**src/rtl/find_top_bottom.sv**
```systemverilog
// rtl/find_top_bottom.sv - row-mapping stage: scans downward from the first star pixel to find the star's top and bottom rows
module find_top_bottom #(
    parameter int xSz       = 3,
    parameter int ySz       = 3,
    parameter int addrSz    = 6,
    parameter int colSz     = 3,
    parameter int MAX_X     = 6,
    parameter int MAX_Y     = 6,
    parameter int THRESHOLD = 0,
    parameter int HALF_W    = 1
) (
    input  logic              clk,
    input  logic              reset,
    input  logic              goMapRows,
    input  logic [xSz-1:0]    xStart,
    input  logic [ySz-1:0]    yStart,
    output logic              rdEn,
    output logic [addrSz-1:0] rdAddress,
    input  logic [colSz-1:0]  rdData,
    output logic [ySz-1:0]    yTop,
    output logic [ySz-1:0]    yBottom,
    output logic              topBottomFound,
    output logic              busy
);

    typedef enum logic [1:0] {IDLE, READ, CHECK, DONE} state_t;

    localparam int XW = xSz + 1;
    localparam logic [31:0] MAX_X_BITS = MAX_X;

    state_t           state_q, state_d;
    logic [ySz-1:0]   row_q, row_d;
    logic [xSz-1:0]   col_q, col_d;
    logic [xSz-1:0]   xlo_q, xlo_d;
    logic [xSz-1:0]   xhi_q, xhi_d;
    logic [ySz-1:0]   ystart_q, ystart_d;
    logic [ySz-1:0]   ybot_q, ybot_d;
    logic [ySz-1:0]   ytop_out_q, ytop_out_d;
    logic [ySz-1:0]   ybot_out_q, ybot_out_d;
    logic             found_q, found_d;
    logic             busy_q, busy_d;
    logic             rden_q, rden_d;

    logic [XW-1:0]    x_ext;
    logic [XW-1:0]    lo_ext;
    logic [XW-1:0]    hi_ext;
    logic             lit;
    logic [addrSz-1:0] addr_acc;

    // Next-state, window latch and result capture for the row scan
    always_comb begin
        state_d    = state_q;
        row_d      = row_q;
        col_d      = col_q;
        xlo_d      = xlo_q;
        xhi_d      = xhi_q;
        ystart_d   = ystart_q;
        ybot_d     = ybot_q;
        ytop_out_d = ytop_out_q;
        ybot_out_d = ybot_out_q;

        // Window bounds carry one extra bit so xStart-HALF_W cannot wrap
        x_ext  = {1'b0, xStart};
        lo_ext = (x_ext >= XW'(HALF_W)) ? x_ext - XW'(HALF_W) : '0;
        hi_ext = x_ext + XW'(HALF_W);
        if (hi_ext > XW'(MAX_X - 1)) begin
            hi_ext = XW'(MAX_X - 1);
        end

        lit = (rdData > colSz'(THRESHOLD));

        case (state_q)
            IDLE: begin
                if (goMapRows) begin
                    ystart_d = yStart;
                    row_d    = yStart;
                    col_d    = lo_ext[xSz-1:0];
                    xlo_d    = lo_ext[xSz-1:0];
                    xhi_d    = hi_ext[xSz-1:0];
                    // A stale (dark) start row still reports yBottom = yStart
                    ybot_d   = yStart;
                    if ({1'b0, yStart} >= (ySz + 1)'(MAX_Y)) begin
                        ytop_out_d = yStart;
                        ybot_out_d = yStart;
                        state_d    = DONE;
                    end else begin
                        state_d    = READ;
                    end
                end
            end
            READ: begin
                state_d = CHECK;
            end
            CHECK: begin
                if (lit) begin
                    ybot_d = row_q;
                    if (row_q == ySz'(MAX_Y - 1)) begin
                        ytop_out_d = ystart_q;
                        ybot_out_d = row_q;
                        state_d    = DONE;
                    end else begin
                        row_d   = row_q + ySz'(1);
                        col_d   = xlo_q;
                        state_d = READ;
                    end
                end else if (col_q < xhi_q) begin
                    col_d   = col_q + xSz'(1);
                    state_d = READ;
                end else begin
                    ytop_out_d = ystart_q;
                    ybot_out_d = ybot_q;
                    state_d    = DONE;
                end
            end
            DONE: begin
                state_d = IDLE;
            end
            default: begin
                state_d = IDLE;
            end
        endcase

        rden_d  = (state_d == READ) || (state_d == CHECK);
        busy_d  = (state_d != IDLE);
        found_d = (state_d == DONE);
    end

    // Row*MAX_X as a sum of shifted rows, one term per set bit of MAX_X
    always_comb begin
        addr_acc = addrSz'(col_q);
        for (int i = 0; i < addrSz; i++) begin
            if (MAX_X_BITS[i]) begin
                addr_acc = addr_acc + (addrSz'(row_q) << i);
            end
        end
    end

    // State and output registers with synchronous reset
    always_ff @(posedge clk) begin
        if (reset) begin
            state_q    <= IDLE;
            row_q      <= '0;
            col_q      <= '0;
            xlo_q      <= '0;
            xhi_q      <= '0;
            ystart_q   <= '0;
            ybot_q     <= '0;
            ytop_out_q <= '0;
            ybot_out_q <= '0;
            found_q    <= 1'b0;
            busy_q     <= 1'b0;
            rden_q     <= 1'b0;
        end else begin
            state_q    <= state_d;
            row_q      <= row_d;
            col_q      <= col_d;
            xlo_q      <= xlo_d;
            xhi_q      <= xhi_d;
            ystart_q   <= ystart_d;
            ybot_q     <= ybot_d;
            ytop_out_q <= ytop_out_d;
            ybot_out_q <= ybot_out_d;
            found_q    <= found_d;
            busy_q     <= busy_d;
            rden_q     <= rden_d;
        end
    end

    assign rdEn           = rden_q;
    assign rdAddress      = rden_q ? addr_acc : '0;
    assign yTop           = ytop_out_q;
    assign yBottom        = ybot_out_q;
    assign topBottomFound = found_q;
    assign busy           = busy_q;

endmodule

```
**config.mk**
```make
export PLATFORM = sky130hd
export DESIGN_NAME = find_top_bottom
export DESIGN_NICKNAME = d
export VERILOG_FILES = /design/src/rtl/find_top_bottom.sv
export SDC_FILE = /design/constraint.sdc
export NUM_CORES = 1
export LEC_CHECK = 0
export CORE_UTILIZATION = 49
export CTS_CLUSTER_SIZE = 10
export DETAILED_ROUTE_END_ITERATION = 8
export PLACE_DENSITY = 0.74
export SLEW_MARGIN = 20
export SYNTH_ARGS = -nofsm -noshare
export SYNTH_HDL_FRONTEND = slang
export SYNTH_SLANG_ARGS = --single-unit
```
**constraint.sdc**
```tcl
create_clock -name clk -period 4.5 [get_ports clk]
set_input_delay 0.9 -clock clk [delete_from_list [all_inputs] [get_ports clk]]
set_output_delay 0.9 -clock clk [all_outputs]
set_load 0.05 [all_outputs]
```
==> impl_metrics.ini <==
[synthesis]
ys.flop_type = dfxtp_1
synth-seq-cells = 29
ys_warn_count = 0
synth_cell_types = 43
synth_top_area_share = 0.328
synth_common_cells = 39 x nand2_1, 29 x dfxtp_1, 18 x a21oi_1
synth_edf_count = 0
yosysMostFrequentCell = nand2_1
synth_top_area_cell = dfxtp_1
synth_area_sq_um = 1770
synthTopCellsByArea = dfxtp_1 33%, ha_1 11%, nand2_1 8.3%, a21oi_1 5.1%, nor2_1 3.4%
yosysSeqAreaShare = 0.328
syn_area_per_cell_sq_um = 8.42
syn-num-nets = 240
async_flop_share = 0
syn_inst = 210

[route]
firstDrtPassIters = 4
drtIter0Drc = 131
postRouteAntennaNets = 0
routed_via_density = 5.46
finalWirelength_microns = 3640
vias = 1528
avgRoutedWirePerCell_microns = 13.0
drcViolationCount = 0

[die]
core-area_sq_um = 3390
die_w_microns = 62.1
die_y_microns = 62.1
rows = 21
dieArea_sq_um = 3850
io_pins = 27
start_util = 0.522

[outcome]
status = complete, no violations

[global_routing]
grt.total_usage = 0.214
grt_pass1_wl_microns = 5890
grt.met3_usage = 0.0642
grt_util_met1 = 0.291
grt_pass1_vias = 1247
grt_overflow = 0
top_usage_layer = met2
antenna_found_initial = 0
grtUsageMet2 = 0.324
grt_max_degree = 30

[timing]
max_slew_margin = 0.581
skew_ns = 0.00612
fin_tns_setup_ns = 0
fin_crit_ns = 3.83
rsz0062_at_grt = no
setup_viol = 0
fin_crit_sh = 0.852
fmax_mhz = 261
holdWs_ns = 0.453
drv_slew = 0
finalHoldViolations = 0
worst_slack_ns = 0.666
tightest_slew_ns = 0.626

[worst_hold_path]
min_to = yTop[0]$_SDFFE_PP0P_
min_path_type = register to register
min_delay_path_depth = 2
min_from = yTop[0]$_SDFFE_PP0P_

[cts]
post_cts_resized = 0
clkTransAtPathRegs_ns = 0.09
cts-root-buf = clkbuf_4
cts_tree = built
cts_sinks = 29
cts_buffers = 5
h-tree-depth = 2
clkLatencyLatePin_ns = 0.31
hold_buffers = 0
clock_path_buffers = 2
postCtsSetupBuffers = 0

[pwr]
swShare = 0.340
combPwrFrac = 0.294
power.share.clock = 0.244
intPower_mw = 0.427
powerDensity_nw_per_um2 = 310
pwr-share-seq = 0.463
ir_worst_vdd_uv = 175
power_mw = 0.647
p_leak_nw = 0.834
p_switching_mw = 0.220

[place]
dp.final_hpwl_microns = 2710
place_ws_ns = 0.999
port_buffers = 26
gp_congestion = 0.785

[setup_path]
end_kind = output port
r2r_end = rdEn$_SDFF_PP0_
rrSetupSlack_ns = 2.54
critPathLaunchType = register
crit_path_max_fanout = 8
r2r_cells = 7
worstPathRequired_ns = 3.60
worstReg2RegStart = col_q[2]$_SDFFE_PP0P_
critical_path_class = register to output port
cp.arrival_ns = 2.93

[finish]
syn_to_final_growth_pct = 18.1
fin_nets = 264
fillers = 303
drive_gt1_frac = 0.0769
diodes = 0

[run]
cap_viol_max_count = 0
per-stage QoR:
stage / area [sq um] / cells / utilization
finish: 2090 / 280 / 0.616
floorplan: 1770 / 210 / -
CTS: 2090 / 280 / 0.618
global route: 2090 / 280 / 0.616
detailed placement: 2040 / 273 / 0.601
global placement: 2040 / 273 / 0.601
worst max-delay path: stages, from the launching register on:
cell	delay (ns)
dfxtp_1	0.51
fa_1	0.45
ha_1	0.24
fa_1	0.38
xor2_1	0.12
and2_1	0.13
clkdlybuf4s50_1	0.79
cells in the final DEF (no fill, tap or decap), types with 5 or more instances in the layout:
cell type,count
nand2_1,39
nor3_1,6
clkdlybuf4s50_1,25
a21oi_1,18
a21o_1,5
ha_1,16
nand3_1,5
nor2b_1,5
and2_1,5
nor2_1,16
inv_1,10
dfxtp_1,29
clkbuf_4,5
state kept, by name, indices dropped and copies added, names as in the netlist, 2 cells and up:
signal and count:
col_q 3, row_q 3, state_q 2, xhi_q 3
xlo_q 3, yBottom 3, yTop 3, ybot_q 3
ystart_q 3
power groups by stage:
stage	Clock (mW)	Sequential, mW	Combinational (mW)
after global routing	0.175	0.303	0.213
after detailed placement	0	0.305	0.190
after floorplan	0	0.316	0.121
after global placement	0	0.304	0.187
final	0.158	0.299	0.190
after CTS	0.162	0.299	0.191
cell families after synthesis:
group	after synthesis	synth area share
AND/OR/NAND/NOR	86	0.236
flip-flops	29	0.328
adder cells (fa/ha/maj)	18	0.136
multiplexers	1	0.00566
AO/OA/AOI/OAI	53	0.226
XOR/XNOR	3	0.0149
buffers and inverters	20	0.0524
layer usage:
layer,part of all wire,wire (microns)
met1,0.47,1720
met2,0.45,1630
met3,0.068,248
met4,0.011,39
met5,0,0
area by class of cell:
class                   instances  area (sq um)  share of cell area
inverters                      10          37.5              0.0180
flip-flops and latches         29           581               0.278
multi-input cells             161          1090               0.524
clock buffers                   7          55.1              0.0264
well taps                      46          57.6              0.0276
repair buffers                 27           263               0.126
worst max path at each step:
stage                               start      endpoint  depth (start not counted)
finish              row_q[0]$_SDFFE_PP0P_  rdAddress[4]                          6
global route        row_q[0]$_SDFFE_PP0P_  rdAddress[4]                          6
CTS                 row_q[0]$_SDFFE_PP0P_  rdAddress[4]                          6
detailed placement  row_q[0]$_SDFFE_PP0P_  rdAddress[4]                          6
global placement    row_q[0]$_SDFFE_PP0P_  rdAddress[4]                          6
floorplan           row_q[0]$_SDFFE_PP0P_  rdAddress[4]                          5
Power figures use the tool's default switching activity.
==> edit: new RTL, config.mk and constraints unchanged <==
Encoding of `state_t`: now one-hot (4 bits for 4 states).
--- a/src/rtl/find_top_bottom.sv
+++ b/src/rtl/find_top_bottom.sv
@@ -23,7 +23,7 @@
     output logic              busy
 );
 
-    typedef enum logic [1:0] {IDLE, READ, CHECK, DONE} state_t;
+    typedef enum logic [3:0] {IDLE = 4'b0001, READ = 4'b0010, CHECK = 4'b0100, DONE = 4'b1000} state_t;
 
     localparam int XW = xSz + 1;
     localparam logic [31:0] MAX_X_BITS = MAX_X;
Check against the original RTL: no difference found for any inputs over 10 cycles, from zero or initial values and one cycle with reset high; not proved beyond that.
==> edit against the original RTL <==
Final cell count is 0.71% lower. Global-route usage is 0.39 points higher. Sequential power is 4% higher. Largest power group unchanged. Die area is 1.9% higher. Area after synthesis is 1.9% higher. Setup slack better by 0.028 ns. Sequential cell count is 2 higher. Register-to-register slack worse by 0.53 ns. Synthesized cell count is 0.95% lower. Routed wire length is 3.7% higher. Total power is 3.3% higher. Cell area is 2.8% higher.
==> edit: results (changes against the original RTL) <==
[metrics] run status: completed (unchanged)
[metrics] Slew headroom: 0.320 (was 0.581)
[metrics] pin count of the biggest net entering global routing: 26 (was 30)
[metrics] clock network latency to the later pin of the worst-skew pair: 0.29 ns (was 0.31 ns)
[metrics] clock slew seen by the registers of the worst setup and hold paths: 0.06 ns (was 0.09 ns)
[metrics] cells taking the most area after synthesis: sky130_fd_sc_hd__dfxtp_1, sky130_fd_sc_hd__ha_1, sky130_fd_sc_hd__nand2_1, sky130_fd_sc_hd__nor2_1, sky130_fd_sc_hd__a21oi_1 (was sky130_fd_sc_hd__dfxtp_1, sky130_fd_sc_hd__ha_1, sky130_fd_sc_hd__nand2_1, sky130_fd_sc_hd__a21oi_1, sky130_fd_sc_hd__nor2_1)
[metrics] ratio of routed vias to standard cells: 5.38 (was 5.46)
[metrics] last weighted congestion value of the routability-driven placer: 0.824 (was 0.785)
[metrics] share of layout cells above drive strength 1: 0.0905 (was 0.0769)
[metrics] post-synthesis instance total: 208 (was 210)
[metrics] CTS root buf: sky130_fd_sc_hd__clkbuf_8 (was sky130_fd_sc_hd__clkbuf_4)
[metrics] Seq/Total Area, Yosys: 0.344 (was 0.328)
[metrics] cell-internal power: 0.469 mW (was 0.427 mW)
[metrics] routed wirelength normalized by instance count: 13.6 um (was 13.0 um)
[metrics] Cells after DPL: 271 (was 273)
[metrics] final instance count without filler cells: 278 (was 280)
[metrics] number of global-route vias before repair: 1405 (was 1247)
[metrics] first-pass GRT wire length: 6.53 mm (was 5.89 mm)
[metrics] number of setup buffers added after CTS: 0 (unchanged)
[metrics] arrival time reported for the critical path endpoint: 2.91 ns (was 2.93 ns)
[metrics] Top reg by flops: state_q
[metrics] Hold Crit Class: reg -> reg (unchanged)
[metrics] Leakage Power: 0.838 nW (was 0.834 nW)
[metrics] sum of net half-perimeters after detailed placement: 2.70 mm (was 2.71 mm)
[metrics] fill cell instance count of the final layout: 305 (was 303)
[metrics] Post-Synthesis Net Count: 236 (was 240)
[metrics] Worst IR Drop VDD: 182 uV (was 175 uV)
[metrics] aggregate global-route resource usage: 0.218 (was 0.214)
[metrics] Setup Skew: 0.00609 ns (was 0.00612 ns)
[metrics] count of different cell masters after synthesis: 45 (was 43)
[metrics] starting DRC count in detailed routing: 98 (was 131)
[metrics] Commonest cells post-synth: sky130_fd_sc_hd__dfxtp_1, sky130_fd_sc_hd__nand2_1, sky130_fd_sc_hd__nor2_1 (was sky130_fd_sc_hd__nand2_1, sky130_fd_sc_hd__dfxtp_1, sky130_fd_sc_hd__a21oi_1)
[metrics] number of nets in the layout: 260 (was 264)
[metrics] post-detailed-placement cell area: 0.00206 mm^2 (was 0.00204 mm^2)
edit: changes by cell type in the layout (fill, tap and decap cells not counted), sizes merged, moves of 2 or more:
cell | before | now
nor3 | 7 | 5
and2 | 5 | 8
nor2 | 16 | 25
nand2 | 39 | 28
o22ai | 0 | 2
a21o | 5 | 2
dfxtp | 29 | 31
mux2i | 1 | 5
a311o | 2 | 0
o21ai | 3 | 7
a21oi | 21 | 14
ha | 16 | 14
edit: layout make-up:
type / count / area, um^2 / area share
clock buffers: 6 / 82.6 / 0.0385
clock inverters: 1 / 5.00 / 0.00233
inverters: 10 / 37.5 / 0.0175
multi-input cells: 157 / 1070 / 0.501
flip-flops and latches: 31 / 621 / 0.289
well taps: 46 / 57.6 / 0.0268
repair buffers: 27 / 268 / 0.125
edit: path summary, 6_finish.rpt:
kind | slack, ns | end | start | depth (start not counted)
worst min-delay path | 0.46 | ystart_q[2] | ystart_q[2] | 2
worst min register to register | 0.46 | ystart_q[2] | ystart_q[2] | 2
worst max register to register | 2.01 | yTop[2] | state_q[0] | 5
worst max-delay path | 0.69 | rdAddress[4] | row_q[0] | 7
edit: layer usage:
metal  part of all wire  track usage
met2               0.46        0.327
met5                  0            0
met1               0.48        0.286
met4              0.017        0.105
met3              0.050       0.0584
edit: power by group through the flow:
stage	sequential, mW	clock, mW	combinational [mW]
finish	0.310	0.223	0.135
floorplan	0.325	0	0.0846
detailed placement	0.316	0	0.135
global placement	0.315	0	0.132
CTS	0.310	0.225	0.136
global route	0.313	0.238	0.151
edit: worst reg2reg max path, cell delays in order, from the launching register on:
cell and delay [ns]:
sky130_fd_sc_hd__dfxtp_1 0.37, sky130_fd_sc_hd__nor4b_4 0.90, sky130_fd_sc_hd__o21ai_2 0.16, sky130_fd_sc_hd__o22ai_2 0.61, sky130_fd_sc_hd__nor2_1 0.12, sky130_fd_sc_hd__a311oi_2 0.25
edit: cells by family after synthesis:
| logic type | count (synthesis) | synth area share |
|---|---|---|
| fa+ha+maj | 16 | 0.119 |
| simple gates | 86 | 0.241 |
| flops | 31 | 0.344 |
| buf+inv | 20 | 0.0590 |
| mux | 5 | 0.0278 |
| xor+xnor | 4 | 0.0194 |
| compound gates | 46 | 0.189 |
edit: per-stage QoR:
| step | setup slack, ns | hold slack (ns) |
|---|---|---|
| 6_report | 0.694 | 0.458 |
| 5_1_grt | 0.532 | 0.480 |
| 4_1_cts | 0.686 | 0.460 |
| 3_5_place_dp | 0.992 | 0.451 |
| 3_3_place_gp | 1.03 | 0.440 |
| 2_1_floorplan | 1.35 | 0.432 |
